`config.mk`:
```
export PLATFORM = sky130hd
export DESIGN_NAME = roba_mult_pipe
export DESIGN_NICKNAME = d
export VERILOG_FILES = /design/src/rtl/roba_pkg.sv /design/src/rtl/roba_round.sv /design/src/rtl/roba_mult_pipe.sv
export SDC_FILE = /design/constraint.sdc
export NUM_CORES = 1
export LEC_CHECK = 0
export BUFFER_PORTS_ARGS = -buffer_cell sky130_fd_sc_hd__buf_2
export CAP_MARGIN = 20
export CORE_MARGIN = 8
export CORE_UTILIZATION = 30
export DETAILED_ROUTE_END_ITERATION = 8
export SLEW_MARGIN = 20
export SYNTH_ARGS = -nofsm -noshare
export SYNTH_HDL_FRONTEND = slang
export SYNTH_SLANG_ARGS = --single-unit
export TNS_END_PERCENT = 5
```
`constraint.sdc`:
```
create_clock -name clk -period 9.4 [get_ports clk]
set_input_delay 0 -clock clk [delete_from_list [all_inputs] [get_ports clk]]
set_output_delay 0 -clock clk [all_outputs]
set_load 0.03 [all_outputs]
```
`src/rtl/roba_pkg.sv`:
```
// roba_pkg: shared definitions for the ROBA multiplier pipeline.
//   roba_mode_e : product mode select (approximate ROBA or exact)
//   ROBA_LAT    : cycles from input acceptance to result with out_ready held high
package roba_pkg;

  typedef enum logic {
    MODE_APPROX = 1'b0,
    MODE_EXACT  = 1'b1
  } roba_mode_e;

  localparam int unsigned ROBA_LAT = 3;

endpackage

```
`src/rtl/roba_round.sv`:
```
// roba_round: rounds an unsigned magnitude to the nearest power of two.
//   mag_i   : operand magnitude
//   ar_o    : rounded value Ar (WIDTH+1 bits, 0 when mag_i is 0)
//   shift_o : log2(Ar), meaningless when mag_i is 0
module roba_round #(
  parameter int unsigned WIDTH = 16,
  parameter int unsigned SW    = $clog2(WIDTH + 1)
) (
  input  logic [WIDTH-1:0] mag_i,
  output logic [WIDTH:0]   ar_o,
  output logic [SW-1:0]    shift_o
);

  logic [SW-1:0] lead;
  logic          below;
  logic          round_up;

  always_comb begin
    lead  = '0;
    below = 1'b0;
    // Highest set bit wins; also remember the bit just beneath it.
    for (int unsigned i = 1; i < WIDTH; i++) begin
      if (mag_i[i]) begin
        lead  = SW'(i);
        below = mag_i[i-1];
      end
    end
    round_up = below && (lead >= SW'(2));
    shift_o  = lead + SW'(round_up);
    ar_o     = (mag_i == '0) ? '0 : ((WIDTH + 1)'(1) << shift_o);
  end

endmodule

```
`src/rtl/roba_mult_pipe.sv`:
```
// roba_mult_pipe: three-stage valid/ready multiplier, approximate (ROBA) or exact.
//   clk, rst_n          : clock, asynchronous active-low reset
//   in_valid/in_ready   : input handshake carrying x, y, tc, mode
//   out_valid/out_ready : output handshake carrying p
//   S1 magnitude/round, S2 shift/add (+ exact product), S3 subtract/sign into p.
module roba_mult_pipe
  import roba_pkg::*;
#(
  parameter int unsigned WIDTH = 16
) (
  input  logic               clk,
  input  logic               rst_n,
  input  logic               in_valid,
  output logic               in_ready,
  input  logic [WIDTH-1:0]   x,
  input  logic [WIDTH-1:0]   y,
  input  logic               tc,
  input  logic               mode,
  output logic               out_valid,
  input  logic               out_ready,
  output logic [2*WIDTH-1:0] p
);

  localparam int unsigned SW = $clog2(WIDTH + 1);
  localparam int unsigned PW = 2 * WIDTH;

  // Stage valid bits and handshake
  logic v1_q, v1_d, v2_q, v2_d, v3_q, v3_d;
  logic in_fire, adv1, adv2, adv3;

  assign adv3      = v3_q & out_ready;
  assign adv2      = v2_q & (~v3_q | out_ready);
  assign adv1      = v1_q & (~v2_q | adv2);
  assign in_ready  = ~v1_q | adv1;
  assign in_fire   = in_valid & in_ready;
  assign out_valid = v3_q;

  always_comb begin
    v1_d = in_fire ? 1'b1 : (adv1 ? 1'b0 : v1_q);
    v2_d = adv1    ? 1'b1 : (adv2 ? 1'b0 : v2_q);
    v3_d = adv2    ? 1'b1 : (adv3 ? 1'b0 : v3_q);
  end

  // S1: magnitudes and rounding
  logic [WIDTH-1:0] x_mag, y_mag;
  logic [WIDTH:0]   x_ar, y_ar;
  logic [SW-1:0]    x_sh, y_sh;

  assign x_mag = (tc && x[WIDTH-1]) ? -x : x;
  assign y_mag = (tc && y[WIDTH-1]) ? -y : y;

  roba_round #(.WIDTH(WIDTH), .SW(SW)) u_round_x (
    .mag_i   (x_mag),
    .ar_o    (x_ar),
    .shift_o (x_sh)
  );

  roba_round #(.WIDTH(WIDTH), .SW(SW)) u_round_y (
    .mag_i   (y_mag),
    .ar_o    (y_ar),
    .shift_o (y_sh)
  );

  logic [WIDTH-1:0] s1_xm_q, s1_xm_d, s1_ym_q, s1_ym_d;
  logic [WIDTH:0]   s1_xr_q, s1_xr_d;
  logic [SW-1:0]    s1_sx_q, s1_sx_d, s1_sy_q, s1_sy_d;
  logic             s1_zx_q, s1_zx_d, s1_zy_q, s1_zy_d;
  logic             s1_neg_q, s1_neg_d;
  roba_mode_e       s1_mode_q, s1_mode_d;

  always_comb begin
    s1_xm_d   = s1_xm_q;
    s1_ym_d   = s1_ym_q;
    s1_xr_d   = s1_xr_q;
    s1_sx_d   = s1_sx_q;
    s1_sy_d   = s1_sy_q;
    s1_zx_d   = s1_zx_q;
    s1_zy_d   = s1_zy_q;
    s1_neg_d  = s1_neg_q;
    s1_mode_d = s1_mode_q;
    if (in_fire) begin
      s1_xm_d   = x_mag;
      s1_ym_d   = y_mag;
      s1_xr_d   = x_ar;
      s1_sx_d   = x_sh;
      s1_sy_d   = y_sh;
      s1_zx_d   = (x_ar == '0);
      s1_zy_d   = (y_ar == '0);
      s1_neg_d  = tc & (x[WIDTH-1] ^ y[WIDTH-1]);
      s1_mode_d = roba_mode_e'(mode);
    end
  end

  // S2: shift/add terms and exact product
  logic [PW-1:0] s2_p_q, s2_p_d, s2_z_q, s2_z_d, s2_prod_q, s2_prod_d;
  logic          s2_neg_q, s2_neg_d;
  roba_mode_e    s2_mode_q, s2_mode_d;
  logic [PW-1:0] term_a, term_b, term_z;

  always_comb begin
    // A zero operand has no rounding, so every term touching it is dropped.
    term_a = s1_zx_q ? '0 : (PW'(s1_ym_q) << s1_sx_q);
    term_b = s1_zy_q ? '0 : (PW'(s1_xm_q) << s1_sy_q);
    term_z = (s1_zx_q | s1_zy_q) ? '0 : (PW'(s1_xr_q) << s1_sy_q);
    s2_p_d    = s2_p_q;
    s2_z_d    = s2_z_q;
    s2_prod_d = s2_prod_q;
    s2_neg_d  = s2_neg_q;
    s2_mode_d = s2_mode_q;
    if (adv1) begin
      s2_p_d    = term_a + term_b;
      s2_z_d    = term_z;
      s2_prod_d = PW'(s1_xm_q) * PW'(s1_ym_q);
      s2_neg_d  = s1_neg_q;
      s2_mode_d = s1_mode_q;
    end
  end

  // S3: subtract/select and sign into the output register
  logic [PW-1:0] m_val, p_q, p_d;

  always_comb begin
    m_val = (s2_mode_q == MODE_EXACT) ? s2_prod_q : (s2_p_q - s2_z_q);
    p_d   = p_q;
    if (adv2) begin
      p_d = (s2_neg_q && (m_val != '0)) ? -m_val : m_val;
    end
  end

  assign p = p_q;

  always_ff @(posedge clk or negedge rst_n) begin
    if (!rst_n) begin
      v1_q <= 1'b0;
      v2_q <= 1'b0;
      v3_q <= 1'b0;
      p_q  <= '0;
    end else begin
      v1_q <= v1_d;
      v2_q <= v2_d;
      v3_q <= v3_d;
      p_q  <= p_d;
    end
  end

  // Data path without reset; the valid bits qualify it.
  always_ff @(posedge clk) begin
    s1_xm_q   <= s1_xm_d;
    s1_ym_q   <= s1_ym_d;
    s1_xr_q   <= s1_xr_d;
    s1_sx_q   <= s1_sx_d;
    s1_sy_q   <= s1_sy_d;
    s1_zx_q   <= s1_zx_d;
    s1_zy_q   <= s1_zy_d;
    s1_neg_q  <= s1_neg_d;
    s1_mode_q <= s1_mode_d;
    s2_p_q    <= s2_p_d;
    s2_z_q    <= s2_z_d;
    s2_prod_q <= s2_prod_d;
    s2_neg_q  <= s2_neg_d;
    s2_mode_q <= s2_mode_d;
  end

endmodule

```
==> results list <==
* DR iter-0 viols: 1689
- Worst slew margin: 0.310
- STA puts the critical path data arrival time at 7.13 ns.
- Summed over all failing endpoints, the final setup total negative slack is 0 ns.
- After layout, the design draws a total of 10100 uW.
- Summing all multi-input logic gate instances after layout gives 0.0165 sq mm.
* Most numerous cell types in the synthesized netlist: sky130_fd_sc_hd__nand2_1 (370), sky130_fd_sc_hd__inv_1 (320), sky130_fd_sc_hd__nor2_1 (222), sky130_fd_sc_hd__fa_1 (196), sky130_fd_sc_hd__a21oi_1 (179)
- After synthesis the cells add up to 0.0240 sq mm.
- Residual antenna-violating net count after detailed routing: 0
- Hold violation total from the final report: 0
- Die boundary height: 299 um
- Once layout is complete, the utilization of the core stands at 0.331.
- Final global-route overflow total: 0
- Gates resized during post-CTS repair numbered 0.
- Number of fill cells in the layout: 8308
* Reg-to-reg critical path startpoint: s1_xm_q[10]
* Mean instance size in the synthesized netlist: 8.60 sq um
* HP Class: primary input to flip-flop
- Power density over the cells: 387 mW/mm^2
- For this run, design rule violations remaining after detail routing come to 0.
- The region available for standard cell placement spans 0.0791 sq mm.
- At the pin with the least slew margin, the transition time is 1.02 ns.
- Clock skew on the completed layout was measured at 0.0247 ns.
- The smallest clock period supported by the final layout is computed as 6.90 ns.
- Max-slew violation count: 0
- In this run the count of I/O pins placed on the die edge is 72.
- The number of antenna diodes in the final layout is 0.
- For this configuration, the core starts out at a cell density of 0.303.
- Of the cells placed in the final design, the portion with a size suffix greater than 1 is 0.0666.
- Number of buffers inserted during clock tree synthesis: 17
- Setup violations remaining at the end of the flow were counted as 0.
* Number of synthesized register bits: 196
* Type of origin of the critical path: flip-flop
- The clock reaches the later pin of the worst-skew pair after 0.51 ns.
* Most frequently used cell type in the post-synthesis netlist: sky130_fd_sc_hd__nand2_1
- Half-perimeter wire length after placement: 54.2 mm
- The number of global-route vias before repair came to 18700.
- Count of flip-flops with a built-in enable after synthesis: 161
* Worst Path Max Fanout: 19
- Clock slew seen by the registers of the worst setup and hold paths: 0.07 ns
* Most instantiated flip-flop cell in the synthesis netlist: sky130_fd_sc_hd__edfxtp_1
* CP required: 9.64 ns
* Post-Place Cell Area: 0.0252 sq mm
* Crit Path Category: flip-flop to flip-flop
- Post-Syn Nets: 3200
* Area Growth Syn to Fin: 9.05%
- Of the synthesized area, sequential elements account for 0.238.
- Across the VDD grid, the largest voltage drop is 0.000384 V.
* Maximum number of pins on one net before global-route repair: 69
- The share of synthesized area in the top cell type comes to 0.202.
- The analysis attributes to cell leakage a power of 0.0116 uW.
- From left edge to right edge, the die measures 299 um.
- By area the synthesized netlist is led by sky130_fd_sc_hd__edfxtp_1 (20%), sky130_fd_sc_hd__fa_1 (16%), sky130_fd_sc_hd__ha_1 (9.1%), sky130_fd_sc_hd__nand2_1 (5.8%), sky130_fd_sc_hd__inv_1 (5.0%).
* Number of max-cap violations: 0
- In the routed layout, each cell is associated on average with a via count of 5.09.
* CTS H-tree lvls: 4
* Sequential Area: 0.00571 sq mm
- Worst min-delay path startpoint: x[11]
- Sinks on the clock net: 196
- Run status: finished clean
- Detailed routing inserted a total of 19500 vias.
* CTS tree: built
- Number of setup buffers added after CTS: 0
- Library cell with the largest summed area after synthesis: sky130_fd_sc_hd__edfxtp_1
* Final WL: 68.5 mm
- Mean routed wirelength per cell: 17.8 um
- Unrepaired setup endpoints after global routing: false
* Worst Hold Path Cells: 2
- Number of antenna violations at the first check in global routing: 1
* Clock Tree Buf Depth: 2
- The congestion estimate from routability-driven global placement came to 0.914.
- The worst register-to-register path ends at s2_prod_q[23].
- Synth cell types: 95
- Synth warn: 0
* Number of cells produced by synthesis: 2791
* Final worst-path cycle share: 0.734
* Root buffer selected by CTS: sky130_fd_sc_hd__clkbuf_16
* Rows: 103
- Before antenna repair, the detailed router went through 5 iterations.
* Global router's overall resource usage: 0.150
- Critical path capture point type: flip-flop
* Register-to-Register Setup Slack: 2.50 ns
- Maximum achievable frequency: 0.145 GHz
- The die covers 0.0893 sq mm.
* Hold EP: s1_xm_q[11]
- Final standard cell area without fillers: 0.0262 sq mm
* Worst R2R Path Depth: 23
- Nets@finish: 3189
* FFs w/ async S/R, synth: 0.179
* IO Port Bufs: 71
- The first global-routing pass estimated 108 mm of wire.
## area by class of cell
| cell class | instances | area share |
|---|---|---|
| Clock buffer | 17 | 0.0163 |
| Timing Repair Buffer | 121 | 0.0314 |
| Sequential cell | 196 | 0.218 |
| Inverter | 326 | 0.0468 |
| Tap cell | 1050 | 0.0502 |
| Multi-Input combinational cell | 2118 | 0.630 |
| Clock inverter | 15 | 0.00708 |
## routing by layer
metal | track usage | share of wire
met5 | 0 | 0
met4 | 0.0461 | 0.026
met3 | 0.0295 | 0.065
met2 | 0.228 | 0.43
met1 | 0.214 | 0.47
## stage by stage
| stage | hold WS (ns) | setup WS, ns | cells |
|---|---|---|---|
| finish | 0.0528 | 2.50 | 3843 |
| global route | 0.0280 | 2.19 | 3843 |
| global placement | 0.139 | 2.60 | 3775 |
| detailed placement | 0.133 | 2.54 | 3775 |
| floorplan | -0.296 | 2.87 | 2791 |
| CTS | 0.00274 | 2.52 | 3843 |
## worst max-delay path by stage
stage                           start  depth (start not counted)  slack, ns            end
after global routing       s1_xm_q[9]                         23       2.19  s2_prod_q[31]
after floorplan           s1_xm_q[10]                         25       2.87  s2_prod_q[23]
after global placement    s1_xm_q[10]                         23       2.60  s2_prod_q[23]
after detailed placement   s1_xm_q[9]                         23       2.54  s2_prod_q[23]
after CTS                 s1_xm_q[12]                         23       2.52  s2_prod_q[23]
final                     s1_xm_q[10]                         23       2.50  s2_prod_q[23]
## where the power goes
group	switching (uW)	total [uW]	internal [uW]
Clock	407	768	361
Sequential	225	1710	1490
Combinational	4590	7640	3040
## logic make-up (layout without fill, tap and decap cells)
group,count (synthesis),in the layout,share of synthesized area
XOR/XNOR,115,115,0.0423
buffers and inverters,477,479,0.0751
AO/OA/AOI/OAI,586,586,0.160
flip-flops,196,196,0.238
multiplexers,89,89,0.0420
AND/OR/NAND/NOR,957,957,0.188
adder cells (fa/ha/maj),371,371,0.255
## worst max-delay path, cell delays in order (launching register included)
cell                       delay (ns)
sky130_fd_sc_hd__edfxtp_1        0.86
sky130_fd_sc_hd__nand2_1         0.18
sky130_fd_sc_hd__fa_1            0.57
sky130_fd_sc_hd__inv_1           0.05
sky130_fd_sc_hd__fa_1            0.53
sky130_fd_sc_hd__inv_1           0.05
sky130_fd_sc_hd__fa_1            0.48
sky130_fd_sc_hd__fa_1            0.54
sky130_fd_sc_hd__inv_1           0.05
sky130_fd_sc_hd__fa_1            0.47
sky130_fd_sc_hd__inv_1           0.05
sky130_fd_sc_hd__fa_1            0.47
sky130_fd_sc_hd__inv_1           0.04
sky130_fd_sc_hd__ha_1            0.32
sky130_fd_sc_hd__and3_1          0.22
sky130_fd_sc_hd__a31o_2          0.25
sky130_fd_sc_hd__a21o_1          0.17
sky130_fd_sc_hd__a211oi_1        0.25
sky130_fd_sc_hd__o31ai_1         0.20
sky130_fd_sc_hd__a211o_1         0.29
sky130_fd_sc_hd__a21o_1          0.20
sky130_fd_sc_hd__a21o_1          0.17
sky130_fd_sc_hd__a21oi_1         0.17
sky130_fd_sc_hd__xnor2_1         0.08
## registers in the layout, indices dropped and copies added (netlist names)
| register | count |
|---|---|
| s1_sy_q | 5 |
| s1_mode_q | 1 |
| v1_q | 1 |
| s1_zy_q | 1 |
| s2_p_q | 32 |
| s1_sx_q | 5 |
| s1_zx_q | 1 |
| s1_xm_q | 16 |
| p | 32 |
| out_valid | 1 |
| s2_neg_q | 1 |
| v2_q | 1 |
| s1_neg_q | 1 |
| s1_xr_q | 17 |
| s2_z_q | 32 |
| s2_prod_q | 32 |
| s2_mode_q | 1 |
| s1_ym_q | 16 |
## cell usage in the layout (no fill, tap or decap), types with 14 or more instances in the layout
cell type,instances
sky130_fd_sc_hd__buf_2,71
sky130_fd_sc_hd__a31oi_1,24
sky130_fd_sc_hd__and3_1,15
sky130_fd_sc_hd__a21oi_1,179
sky130_fd_sc_hd__clkbuf_16,17
sky130_fd_sc_hd__a21o_1,51
sky130_fd_sc_hd__a22o_1,14
sky130_fd_sc_hd__nand2_1,370
sky130_fd_sc_hd__and2_1,106
sky130_fd_sc_hd__nor2_1,222
sky130_fd_sc_hd__nor2b_1,34
sky130_fd_sc_hd__dfrtp_1,35
sky130_fd_sc_hd__xor2_1,39
sky130_fd_sc_hd__or3_1,25
sky130_fd_sc_hd__nand3_1,39
sky130_fd_sc_hd__nand2b_1,24
sky130_fd_sc_hd__mux2_2,23
sky130_fd_sc_hd__dlygate4sd3_1,36
sky130_fd_sc_hd__o31ai_1,19
sky130_fd_sc_hd__fa_1,196
sky130_fd_sc_hd__buf_4,14
sky130_fd_sc_hd__o21ai_0,107
sky130_fd_sc_hd__nor3_1,51
sky130_fd_sc_hd__mux2i_1,59
sky130_fd_sc_hd__a22oi_1,22
sky130_fd_sc_hd__ha_1,175
sky130_fd_sc_hd__edfxtp_1,161
sky130_fd_sc_hd__inv_1,320
sky130_fd_sc_hd__a211oi_1,34
sky130_fd_sc_hd__xnor2_1,75
## timing repair
action / in CTS / in global routing
hold buffers: 36 / 0
endpoints found under the setup margin: 0 / 0
hold endpoints to repair: 69 / 0
Power figures use the tool's default switching activity.
